<file path="src/rtl/alu_seq.sv">
// Registered ALU with valid/ready input, zero flag and an
// iterative shift-add multiplier producing a 2W-bit product.
module alu_seq #(
  parameter int W = 8
) (
  input  logic         clk,
  input  logic         rst_n,
  input  logic [W-1:0] A,
  input  logic [W-1:0] B,
  input  logic [2:0]   F,
  input  logic         in_valid,
  output logic         in_ready,
  output logic         out_valid,
  output logic [W-1:0] Q,
  output logic [W-1:0] Qh,
  output logic         Cout,
  output logic         Z
);

  localparam int CW = $clog2(W) + 1;

  typedef enum logic {
    S_IDLE,
    S_MUL
  } state_t;

  state_t r_state;
  state_t w_state_nxt;

  logic [CW-1:0]  r_cnt;
  logic [CW-1:0]  w_cnt_nxt;
  logic [2*W-1:0] r_acc;
  logic [2*W-1:0] w_acc_nxt;
  logic [2*W-1:0] w_acc_step;
  logic [W-1:0]   r_mcand;
  logic [W-1:0]   w_mcand_nxt;
  logic [W-1:0]   r_mplier;
  logic [W-1:0]   w_mplier_nxt;

  logic [W-1:0] r_q;
  logic [W-1:0] w_q_nxt;
  logic [W-1:0] r_qh;
  logic [W-1:0] w_qh_nxt;
  logic         r_cout;
  logic         w_cout_nxt;
  logic         r_z;
  logic         w_z_nxt;
  logic         r_ovalid;
  logic         w_ovalid_nxt;

  logic         w_accept;
  logic [W:0]   w_add;
  logic [W:0]   w_sub;
  logic [W:0]   w_sum;
  logic [W-1:0] w_alu_q;
  logic         w_alu_c;

  assign in_ready  = (r_state == S_IDLE);
  assign w_accept  = in_valid && in_ready;
  assign out_valid = r_ovalid;
  assign Q         = r_q;
  assign Qh        = r_qh;
  assign Cout      = r_cout;
  assign Z         = r_z;

  assign w_add = {1'b0, A} + {1'b0, B};
  assign w_sub = {1'b0, A} - {1'b0, B};

  always_comb begin
    w_alu_q = '0;
    w_alu_c = 1'b0;
    case (F)
      3'd0: {w_alu_c, w_alu_q} = w_add;
      3'd1: {w_alu_c, w_alu_q} = w_sub;
      3'd2: w_alu_q = A & B;
      3'd3: w_alu_q = A | B;
      3'd4: w_alu_q = A ^ B;
      3'd5: begin
        w_alu_q = {A[W-2:0], 1'b0};
        w_alu_c = A[W-1];
      end
      3'd6: begin
        w_alu_q = {1'b0, A[W-1:1]};
        w_alu_c = A[0];
      end
      default: ;
    endcase
  end

  // Extra sum bit keeps (2^W-1)^2 exact.
  assign w_sum = {1'b0, r_acc[2*W-1:W]}
               + (r_mplier[0] ? {1'b0, r_mcand}
                              : {(W+1){1'b0}});
  assign w_acc_step = {w_sum, r_acc[W-1:1]};

  always_comb begin
    w_state_nxt  = r_state;
    w_cnt_nxt    = r_cnt;
    w_acc_nxt    = r_acc;
    w_mcand_nxt  = r_mcand;
    w_mplier_nxt = r_mplier;
    w_q_nxt      = r_q;
    w_qh_nxt     = r_qh;
    w_cout_nxt   = r_cout;
    w_z_nxt      = r_z;
    w_ovalid_nxt = 1'b0;
    unique case (r_state)
      S_IDLE: begin
        if (w_accept && F == 3'd7) begin
          w_state_nxt  = S_MUL;
          w_cnt_nxt    = CW'(W);
          w_acc_nxt    = '0;
          w_mcand_nxt  = A;
          w_mplier_nxt = B;
        end else if (w_accept) begin
          w_q_nxt      = w_alu_q;
          w_qh_nxt     = '0;
          w_cout_nxt   = w_alu_c;
          w_z_nxt      = ~|w_alu_q;
          w_ovalid_nxt = 1'b1;
        end
      end
      S_MUL: begin
        w_acc_nxt    = w_acc_step;
        w_mplier_nxt = {1'b0, r_mplier[W-1:1]};
        w_cnt_nxt    = r_cnt - CW'(1);
        if (r_cnt == CW'(1)) begin
          w_state_nxt  = S_IDLE;
          w_q_nxt      = w_acc_step[W-1:0];
          w_qh_nxt     = w_acc_step[2*W-1:W];
          w_cout_nxt   = |w_acc_step[2*W-1:W];
          w_z_nxt      = ~|w_acc_step;
          w_ovalid_nxt = 1'b1;
        end
      end
      default: w_state_nxt = S_IDLE;
    endcase
  end

  always_ff @(posedge clk or negedge rst_n) begin
    if (!rst_n) begin
      r_state  <= S_IDLE;
      r_cnt    <= '0;
      r_acc    <= '0;
      r_mcand  <= '0;
      r_mplier <= '0;
      r_q      <= '0;
      r_qh     <= '0;
      r_cout   <= 1'b0;
      r_z      <= 1'b0;
      r_ovalid <= 1'b0;
    end else begin
      r_state  <= w_state_nxt;
      r_cnt    <= w_cnt_nxt;
      r_acc    <= w_acc_nxt;
      r_mcand  <= w_mcand_nxt;
      r_mplier <= w_mplier_nxt;
      r_q      <= w_q_nxt;
      r_qh     <= w_qh_nxt;
      r_cout   <= w_cout_nxt;
      r_z      <= w_z_nxt;
      r_ovalid <= w_ovalid_nxt;
    end
  end

endmodule

</file>
<file path="config.mk">
export PLATFORM = sky130hd
export DESIGN_NAME = alu_seq
export DESIGN_NICKNAME = d
export VERILOG_FILES = /design/src/rtl/alu_seq.sv
export SDC_FILE = /design/constraint.sdc
export NUM_CORES = 1
export LEC_CHECK = 0
export ABC_AREA = 1
export BUFFER_PORTS_ARGS = -buffer_cell sky130_fd_sc_hd__buf_2
export CORE_MARGIN = 4
export CORE_UTILIZATION = 30
export DETAILED_ROUTE_END_ITERATION = 7
export PLACE_DENSITY = 0.55
export SLEW_MARGIN = 20
export SYNTH_ARGS = -nofsm -noshare
export SYNTH_HDL_FRONTEND = slang
export SYNTH_SLANG_ARGS = --single-unit
</file>
<file path="constraint.sdc">
create_clock -name clk -period 5.97 [get_ports clk]
set_clock_uncertainty 0.05 [all_clocks]
set_input_delay 0.597 -clock clk [delete_from_list [all_inputs] [get_ports clk]]
set_output_delay 0.597 -clock clk [all_outputs]
set_load 0.01 [all_outputs]
</file>
* Word level (Yosys, flattened, before mapping) *
Index checks and enable logic that the tools add are counted.
W data, S select, Z words.

storage, ports and cells
  flip-flop bits (word level) = 56
  bits of input ports = 22
  output and inout port bits = 20
  word-level logic and storage cells = 72

operators by class
  add/sub/neg operators = 4
  eq/ne operators = 12
  mux-type cells = 32
  bitwise gates (word level) = 4
  reduce and logical (&&, ||, !) cells = 10

operators with widths
  operator               count
  $mux W8                8
  $pmux W8 S7            1
  $pmux W8 S2            3
  $pmux W16 S2           1
  $add A8 B8 Y9          2
  $mux W16               1
  $reduce_or A16 Y1      1
  $reduce_or A8 Y1       2
  $eq A3 B3 Y1 const B   4
  $mux W1                11
  $sub A8 B8 Y9          1
  $and A8 B8 Y8          1
  $or A8 B8 Y8           1
  $pmux W1 S2            4
  $pmux W4 S2            1
  $xor A8 B8 Y8          1
  $eq A3 B2 Y1 const B   2
  $ne A2 B1 Y1 const B   3
  $eq A4 B1 Y1 const B   1
  $mux W4                1
  $pmux W1 S4            1
  $sub A4 B1 Y4 const B  1
  $eq A3 B1 Y1 const B   1
  $logic_not A3 Y1       1
  6 further kinds        8

* Longest topological paths before layout *
Gate-level depths: netlist of run 1.

  depth in word-level cells = 7
  depth in mapped cells = 17
  gate-level depth less buffers = 17

* Worst setup path before layout of run 1 *
Ideal clock, no wire load.

  kind = register to register
  from = register r_mplier[0]
  to = register r_z, in the netlist Z
  library setup time = 0.116 ns
  data arrival time = 2.073 ns
  required time = 5.804 ns
  slack = 3.730 ns
  stages on the path, launching flop included = 17
  path buffers = 1
  clock period less this slack = 2.240 ns
  cells stage by stage = dfrtp_1 -> clkbuf_1 -> nand2_1 -> inv_1 -> ha_1 -> inv_1 -> fa_1 -> nand3b_1 -> nand2_1 -> nand2_1 -> nand2_1 -> xor2_1 -> nor2_1 -> nand4_1 -> nand2_1 -> nand2_1 -> nand2_1

between the ends
  longest elaborated chain between the ends = 6

ends and longest elaborated chain
  what                      RTL line  RTL
  start: declaration        37        logic [W-1:0] r_mplier;
  start signal: assignment  157       r_mplier <= w_mplier_nxt;
  $mux W8                   92        + (r_mplier[0] ? {1'b0, r_mcand}
  $add A8 B8 Y9             92
  $reduce_or A16 Y1         132       w_z_nxt = ~|w_acc_step;
  $logic_not A1 Y1          132
  $mux W1                   127       if (r_cnt == CW'(1)) begin
  $pmux W1 S2               107       unique case (r_state)
  end signal: assignment    161       r_z <= w_z_nxt;
  end: declaration          46        logic r_z;

No other way between the ends. The select of a mux whose other input is x is not followed.
A chain may end at the register's enable or synchronous reset.

* Final worst setup path of run 1 *
  from = register r_state
  to = register r_cnt[3]

between the ends
  longest elaborated chain between the ends = 4
  elaborated cells on any way between the ends = 5
  classes of those cells = eq/ne: 1; mux: 1; bitwise: 1; reduce/logical: 2

ends and longest elaborated chain
  what                      RTL line  RTL
  start: declaration        27        state_t r_state;
  start signal: assignment  153       r_state <= w_state_nxt;
  $not A1 Y1 (no line)      -
  $logic_and A1 B1 Y1       59        assign w_accept = in_valid && in_ready;
  $logic_and A1 B1 Y1       109       if (w_accept && F == 3'd7) begin
  $ne A2 B1 Y1 (no line)    -
  end signal: assignment    154       r_cnt <= w_cnt_nxt;
  end: declaration          30        logic [CW-1:0] r_cnt;

Parallel ways exist; a longest one is shown, timed or not.

==> summary.md, run 1 <==
| Metric | Value |
|---|---|
| Routed wire length | `11400 µm` |
| Worst Hold Margin | `377 ps` |
| Status | `finished, final reports clean` |
| Fin crit share | `54.2%` |
| Achievable Freq | `309 MHz` |
| Avg Cell Area, Syn | `7.15 µm²` |
| DRT met1 WL | `5150 µm` |
| Area fraction of the dominant cell type after synthesis | `33.6%` |
| Die X | `125 µm` |
| CP peak stage delay | `940 ps` |
| Setup Buffers After CTS | `0` |
| WS Path Type | `reg -> reg` |
| Max Slew Vio Count | `0` |
| Uppermost layer routed | `met4` |
| DRT iter0 DRCs | `309` |
| Area Growth Syn to Fin | `9.68%` |
| GRT Total Usage | `14.8%` |
| Synthesized flop and latch total | `55` |
| Post-DP HPWL | `8930 µm` |
| Switching power | `834 µW` |
| Nets | `656` |
| Met2 wire length | `5270 µm` |
| Crit path time final | `3240 ps` |
| Max Cap Viol | `0` |
| Vias per cell | `4.95` |
| Comb pwr share | `47.7%` |
| Sequential Power Share | `36.4%` |
| DRC violations left | `0` |
| Hold Fails Final Rpt | `0` |
| First-pass GRT wire length | `19300 µm` |
| Internal power | `1010 µW` |
| Gpl congestion | `0.897` |
| CP Max Fanout | `30` |
| Clk network pwr share | `15.9%` |
| CTS tree | `done` |
| Setup TNS | `0 ps` |
| Seq/Total Area, Yosys | `33.6%` |
| Critical Path RT | `6110 ps` |
| Worst Setup Start Kind | `register` |
| I/O Buffers | `41` |
| Fillers | `1460` |
| Max VDD drop | `153 µV` |
| Post-synthesis cell type with the largest combined area | `dfrtp_1` |
| IO Pins | `42` |
| Floorplan row count | `42` |
| FF-to-FF path depth | `7` |
| Slew Limit Headroom | `39.7%` |
| Initial Utilization | `30.8%` |
| Clock sink count | `55` |
| Max Root-Sink Buffers | `2` |
| Measured slew at the worst slew-check pin | `905 ps` |
| Die Y | `125 µm` |
| Post-synth EDFFs | `0` |
| Core area | `0.0133 mm²` |
| R2r startpoint | `r_state` |
| DIE AREA | `0.0156 mm²` |
| ANT nets after route | `0` |
| Critical-path cell list | `inv_1, nand2_1, nor2_2, nor2_1, inv_2, o21ai_0, inv_1` |
| Clk_lat worst skew | `300 ps` |
| DR pass1 iterations | `5` |
| Arr. time, crit path | `3370 ps` |
| RSZ-0062 raised after global routing | `false` |
| Hold-fix buffers at CTS | `0` |
| Top FF cell, synth | `dfrtp_1` |
| Critical Path Slowest Stage Cell | `dfrtp_1` |
| Final core occ | `33.8%` |
| Hold WC Path Type | `in -> async` |
| Synth top area cells | `dfrtp_1 34%, nand2_1 14%, ha_1 10%` |
| Synth warn | `0` |
| Syn Nets | `632` |
| Mapped Cells | `573` |
| Lkg Pwr | `0.00240 µW` |
| Vias in the first global route | `3900` |
| Clock-pin slew on the worst setup and hold paths | `70 ps` |
| Netlist Area Pre-Place | `0.00410 mm²` |
| CTS buffer count | `5` |
| Asr flop ratio synth | `100%` |
| Worst setup EP type | `register` |
| Most used cell, CP | `inv_1` |
| Met3 routed WL | `612 µm` |
| Post-CTS sizing | `0` |
| Initial antenna violation count | `0` |
| Antenna cells | `0` |
| Largest net degree at the start of global routing | `56` |
| Switching share of total power | `45.3%` |
| Root cell of the clock tree | `clkbuf_16` |
| Synth cell types | `35` |
| Worst reg-to-reg setup slack | `2730 ps` |
| Via count | `3828` |
| # H-tree levels | `2` |
| P per Cell Area | `410 mW/mm²` |
| Final setup viols | `0` |
| Per-cell routed wire length | `14.7 µm` |
| Grt total ovfl | `0` |
| Share of cells above drive strength 1 | `10.5%` |
| Worst R2R End | `r_cnt[3]` |
metal layers:
metal | GRT usage [%] | up-vias
li1 | - | 1910
met3 | 2.57 | 23
met4 | 4.91 | 0
met2 | 25.0 | 121
met1 | 19.2 | 1774
met5 | 0 | -
through the flow:
step | power (µW) | cell area [µm²] | cells | worst slack (ps)
finish | 1840 | 4490 | 774 | 2730
global route | 2030 | 4490 | 774 | 2330
CTS | 1850 | 4490 | 774 | 2730
detailed placement | 1560 | 4350 | 766 | 2750
global placement | 1530 | 4350 | 766 | 2850
floorplan | 1310 | 4100 | 573 | 3730
Yosys cell counts (3+ instances only):
cell type  instances
xnor2_1            3
nor2_1            51
o21ai_0           35
buf_6              4
buf_2              6
buf_4              7
inv_2              3
a21oi_1           26
clkbuf_1           6
nand3_1           49
ha_1              34
fa_1               3
xor2_1             3
nand4_1           18
inv_1             73
a31oi_1            9
nor2_2             6
nand3b_1           4
o22ai_1           12
dfrtp_1           55
nor3_1             4
nand2_1          149
power by group through the flow:
stage          clock (µW)  sequential [µW]  combinational [µW]
2_1_floorplan           0              640                 668
3_3_place_gp            0              670                 863
3_5_place_dp            0              675                 881
4_1_cts               301              670                 883
5_1_grt               316              693                1020
6_report              294              671                 879
worst max-delay path by stage:
stage          slack [ps]  depth (start not counted)        start  endpoint
2_1_floorplan        3730                         16  r_mplier[0]         Z
3_3_place_gp         2850                          7      r_state  r_cnt[3]
3_5_place_dp         2750                          7      r_state  r_cnt[3]
4_1_cts              2730                          7      r_state  r_cnt[3]
5_1_grt              2330                          7      r_state  r_cnt[3]
6_report             2730                          7      r_state  r_cnt[3]
worst max-delay path: cells and delay by family, from the launching register on:
family,cells,cell delay (ps)
DFF,1,940
AOI/OAI and AO/OA,1,230
and+or+nand+nor,3,850
buffers and inverters,3,1040
cell type report:
class                      count  area, µm²  area share (%)
clock buffer                   5        125            2.78
clock inverter                 3       22.5           0.501
inverter                      77        292            6.49
multi-input combinational    416       2250            50.0
sequential                    55       1380            30.6
tap                          176        220            4.90
timing repair buffer          42        213            4.73
sequential cells by signal, summed over array words and instances, names as in the netlist:
| register | flops |
|---|---|
| Cout | 1 |
| Q | 8 |
| Qh | 8 |
| Z | 1 |
| out_valid | 1 |
| r_acc | 15 |
| r_cnt | 4 |
| r_mcand | 8 |
| r_mplier | 8 |
| r_state | 1 |
placed cells by master (no fill, tap or decap):
cell type / instances
nor3_1: 4
dfrtp_1: 55
ha_1: 34
buf_4: 1
nand3_1: 49
nor4_1: 1
o21ai_0: 35
o31ai_1: 1
clkbuf_16: 5
a21oi_1: 26
xor2_1: 3
or2_2: 1
nor2_2: 6
inv_4: 1
a31oi_1: 9
clkinv_2: 1
nand3b_1: 4
o22ai_1: 12
inv_2: 3
nand2_2: 1
nor2_1: 51
clkinv_4: 1
o22a_1: 1
o2111ai_1: 1
inv_1: 73
nand2_1: 149
inv_6: 1
fa_1: 3
xnor2_1: 3
a211oi_1: 1
a21oi_2: 1
a21boi_0: 1
buf_2: 41
a21o_1: 1
nand4_1: 18
cells by family after synthesis:
logic type,after synthesis,share of synthesized area (%)
adders and majority gates,37,11.8
xor gates and xnor gates,6,1.28
AOI/OAI and AO/OA,89,12.0
and+or+nand+nor,284,29.6
DFF,55,33.6
buffers and inverters,102,11.6
Power figures use the tool's default switching activity.
==> run 2: changes to the inputs <==
ABC_AREA = 0   (was 1)
PLACE_DENSITY = 0.57   (was 0.55)
clock period = 2.7 ns   (was 5.97 ns; I/O delays follow)
==> summary.md, run 2 <==
| Metric | Value |
|---|---|
| Grt total ovfl | `0 (unchanged)` |
| Root cell of the clock tree | `clkbuf_16 (unchanged)` |
| Synth top area cells | `dfrtp_1 35%, ha_1 11%, nand2_1 5.8% (was dfrtp_1 34%, nand2_1 14%, ha_1 10%)` |
| Fin worst setup slack | `-167 ps (was 2730 ps)` |
| Worst Hold Margin | `60.7 ps (was 377 ps)` |
| Most frequent cells in the layout | `60 x nand2_1, 55 x dfrtp_1, 53 x buf_4 (was 149 x nand2_1, 73 x inv_1, 55 x dfrtp_1)` |
| DIE AREA | `0.0150 mm² (was 0.0156 mm²)` |
| Core area | `0.0127 mm² (was 0.0133 mm²)` |
| Post-Synth Simple-Gate Area | `18.0% (was 29.6%)` |
| Synth cell types | `57 (was 35)` |
| First-pass GRT wire length | `18100 µm (was 19300 µm)` |
| CTS buffer count | `5 (unchanged)` |
| Arr. time, crit path | `3040 ps (was 3370 ps)` |
| Mapped Cells | `455 (was 573)` |
| Die X | `122 µm (was 125 µm)` |
| Max Cap Viol | `0 (unchanged)` |
| Largest family of logic cells by synthesized area | `compound AO/OA/AOI/OAI gates (was simple AND/OR/NAND/NOR gates)` |
| Area Growth Syn to Fin | `24.2% (was 9.68%)` |
| Initial Utilization | `30.9% (was 30.8%)` |
| Gpl congestion | `0.905 (was 0.897)` |
| Lkg Pwr | `0.00244 µW (was 0.00240 µW)` |
| CTS tree | `done (unchanged)` |
| Share of cells above drive strength 1 | `23.8% (was 10.5%)` |
| Final std cell area, no fill | `0.00488 mm² (was 0.00449 mm²)` |
| Asr flop ratio synth | `100% (unchanged)` |
| Antenna cells | `0 (unchanged)` |
| Number of flip-flops in the largest register | `15 (unchanged)` |
| Internal power | `2270 µW (was 1010 µW)` |
| Floorplan row count | `41 (was 42)` |
| Fin cells | `706 (was 774)` |
| Comb pwr share | `46.9% (was 47.7%)` |
| Measured slew at the worst slew-check pin | `922 ps (was 905 ps)` |
| CP Max Fanout | `4 (was 30)` |
| Switching share of total power | `40.1% (was 45.3%)` |
| DRC violations left | `0 (unchanged)` |
| Area fraction of the dominant cell type after synthesis | `35.1% (was 33.6%)` |
| Avg Cell Area, Syn | `8.63 µm² (was 7.15 µm²)` |
| DR pass1 iterations | `5 (unchanged)` |
| ANT nets after route | `0 (unchanged)` |
| Most numerous cell in the Yosys netlist | `nand2_1 (unchanged)` |
| Sequential Power Share | `36.2% (was 36.4%)` |
| Mux cell area share after synthesis | `4.72% (was 0%)` |
| Post-DP HPWL | `8620 µm (was 8930 µm)` |
| Vias per cell | `5.06 (was 4.95)` |
| Worst slack at placement | `-217 ps (was 2750 ps)` |
| Fin crit share | `106% (was 54.2%)` |
| Commonest cells post-synth | `61 x nand2_1, 55 x dfrtp_1, 41 x o21ai_0 (was 149 x nand2_1, 73 x inv_1, 55 x dfrtp_1)` |
| Slew Limit Headroom | `38.5% (was 39.7%)` |
| FF-to-FF path depth | `11 (was 7)` |
| Max Root-Sink Buffers | `2 (unchanged)` |
| Compound-gate portion of the synthesized area | `21.6% (was 12.0%)` |
| Final setup viols | `2 (was 0)` |
| GRT Total Usage | `15.3% (was 14.8%)` |
| WS Path Type | `reg -> reg (unchanged)` |
| Clk_lat worst skew | `300 ps (about the same)` |
| Post-synthesis cell type with the largest combined area | `dfrtp_1 (unchanged)` |
| Failing checks | `setup timing` |
| Routed wire length | `11100 µm (was 11400 µm)` |
| XOR/XNOR Fraction of Synth Area | `2.68% (was 1.28%)` |
| Area of placed instances | `0.00465 mm² (was 0.00435 mm²)` |
| Post-synth EDFFs | `0 (unchanged)` |
| # H-tree levels | `2 (unchanged)` |
| I/O Buffers | `41 (unchanged)` |
| Initial antenna violation count | `0 (unchanged)` |
| Critical Path RT | `2870 ps (was 6110 ps)` |
| Max VDD drop | `483 µV (was 153 µV)` |
| Max Slew Vio Count | `0 (unchanged)` |
| Syn Nets | `514 (was 632)` |
| RSZ-0062 raised after global routing | `true (was false)` |
| Hold WC Path Type | `in -> async (unchanged)` |
| Adder-cell share of the synthesized area | `12.4% (was 11.8%)` |
| Seq/Total Area, Yosys | `35.1% (was 33.6%)` |
| Top FF cell, synth | `dfrtp_1 (unchanged)` |
| Netlist Area Pre-Place | `0.00393 mm² (was 0.00410 mm²)` |
| Hold-fix buffers at CTS | `0 (unchanged)` |
| Worst setup EP type | `register (unchanged)` |
| Dpl cells | `696 (was 766)` |
| Commonest non-fill, non-tap cell in the layout | `nand2_1 (unchanged)` |
| Clock-pin slew on the worst setup and hold paths | `70 ps (about the same)` |
| Hold Fails Final Rpt | `0 (unchanged)` |
| Per-cell routed wire length | `15.7 µm (was 14.7 µm)` |
| Nets | `592 (was 656)` |
| Die Y | `122 µm (was 125 µm)` |
| P per Cell Area | `776 mW/mm² (was 410 mW/mm²)` |
| Clk network pwr share | `16.9% (was 15.9%)` |
| Clock sink count | `55 (unchanged)` |
| Synth warn | `0 (unchanged)` |
| Final core occ | `38.3% (was 33.8%)` |
| Via count | `3575 (was 3828)` |
| Status | `finished, violations left (was finished, final reports clean)` |
| DRT iter0 DRCs | `240 (was 309)` |
| Switching power | `1520 µW (was 834 µW)` |
| Largest net degree at the start of global routing | `44 (was 56)` |
| Synthesized flop and latch total | `55 (unchanged)` |
| IO Pins | `42 (unchanged)` |
| Achievable Freq | `349 MHz (was 309 MHz)` |
| Vias in the first global route | `3532 (was 3900)` |
| Crit path time final | `2870 ps (was 3240 ps)` |
| Worst Setup Start Kind | `register (unchanged)` |
| Top reg by flops | `r_acc (unchanged)` |
-- run 2: cell count changes after synthesis, sizes merged, moves of 10 or more --
cell   before  now
buf        18    7
nor2b       0   10
nand4      18    2
nand2     150   61
inv        77   33
nand3      49    8
mux2i       0   14
nor2       57   22
-- run 2: routing by layer --
layer / share of wire, % / routed length [µm] / global-route usage (%)
met1: 47 / 5170 / 21.1
met2: 47 / 5240 / 25.4
met3: 4.6 / 509 / 2.63
met4: 1.2 / 128 / 2.73
met5: 0 / 0 / 0
-- run 2: per-stage QoR --
stage / power (µW) / setup TNS [ps]
detailed placement: 3070 / -650
global placement: 3030 / -437
finish: 3780 / -288
global route: 4100 / -457
floorplan: 2400 / -69.8
CTS: 3740 / -293
-- run 2: cell families (layout without fill, tap and decap cells) --
logic type / Yosys count / in the layout
AND/OR/NAND/NOR: 145 / 145
AO/OA/AOI/OAI: 132 / 132
buffers and inverters: 56 / 135
flip-flops: 55 / 55
adder cells (fa/ha/maj): 37 / 37
multiplexers: 18 / 18
XOR/XNOR: 12 / 12
-- run 2: power groups by stage --
stage	clock network (µW)	logic, µW	registers, µW
detailed placement	0	1690	1390
global placement	0	1660	1370
floorplan	0	1050	1350
CTS	663	1710	1370
finish	641	1770	1370
global route	694	1990	1420
-- run 2: layout make-up --
| type | instances | area [µm²] |
|---|---|---|
| tap | 172 | 215 |
| fill | 1351 | 7850 |
| inverter | 33 | 126 |
| clock inverter | 3 | 18.8 |
| multi-input combinational | 344 | 2410 |
| clock buffer | 5 | 125 |
| sequential | 55 | 1380 |
| timing repair buffer | 94 | 603 |
-- run 2: path summary, 6_finish.rpt --
kind	from	endpoint	slack (ps)
setup / recovery	r_mplier[0]	Z	-170
hold / removal	rst_n	r_acc[12]	60
setup reg to reg	r_mplier[0]	Z	-170
hold reg to reg	r_acc[1]	r_acc[1]	420
max in group asynchronous	rst_n	r_acc[5]	1850
min in group clk	B[7]	r_mplier[7]	180
-- run 2: worst max-delay path, stage by stage (launching register included) --
cell and delay, ps:
dfrtp_1 380, and2_4 160, ha_4 130, inv_2 40, fa_2 380, xnor2_2 170, a211oi_2 190, nand2_1 80
or4_4 520, or3_4 340, o31a_1 290, o21ai_1 70
-- run 2: what timing repair did --
action,CTS,global route
pin swaps,0,10
setup endpoints to repair,2,3
gates resized for setup,0,14
setup buffers,1,1
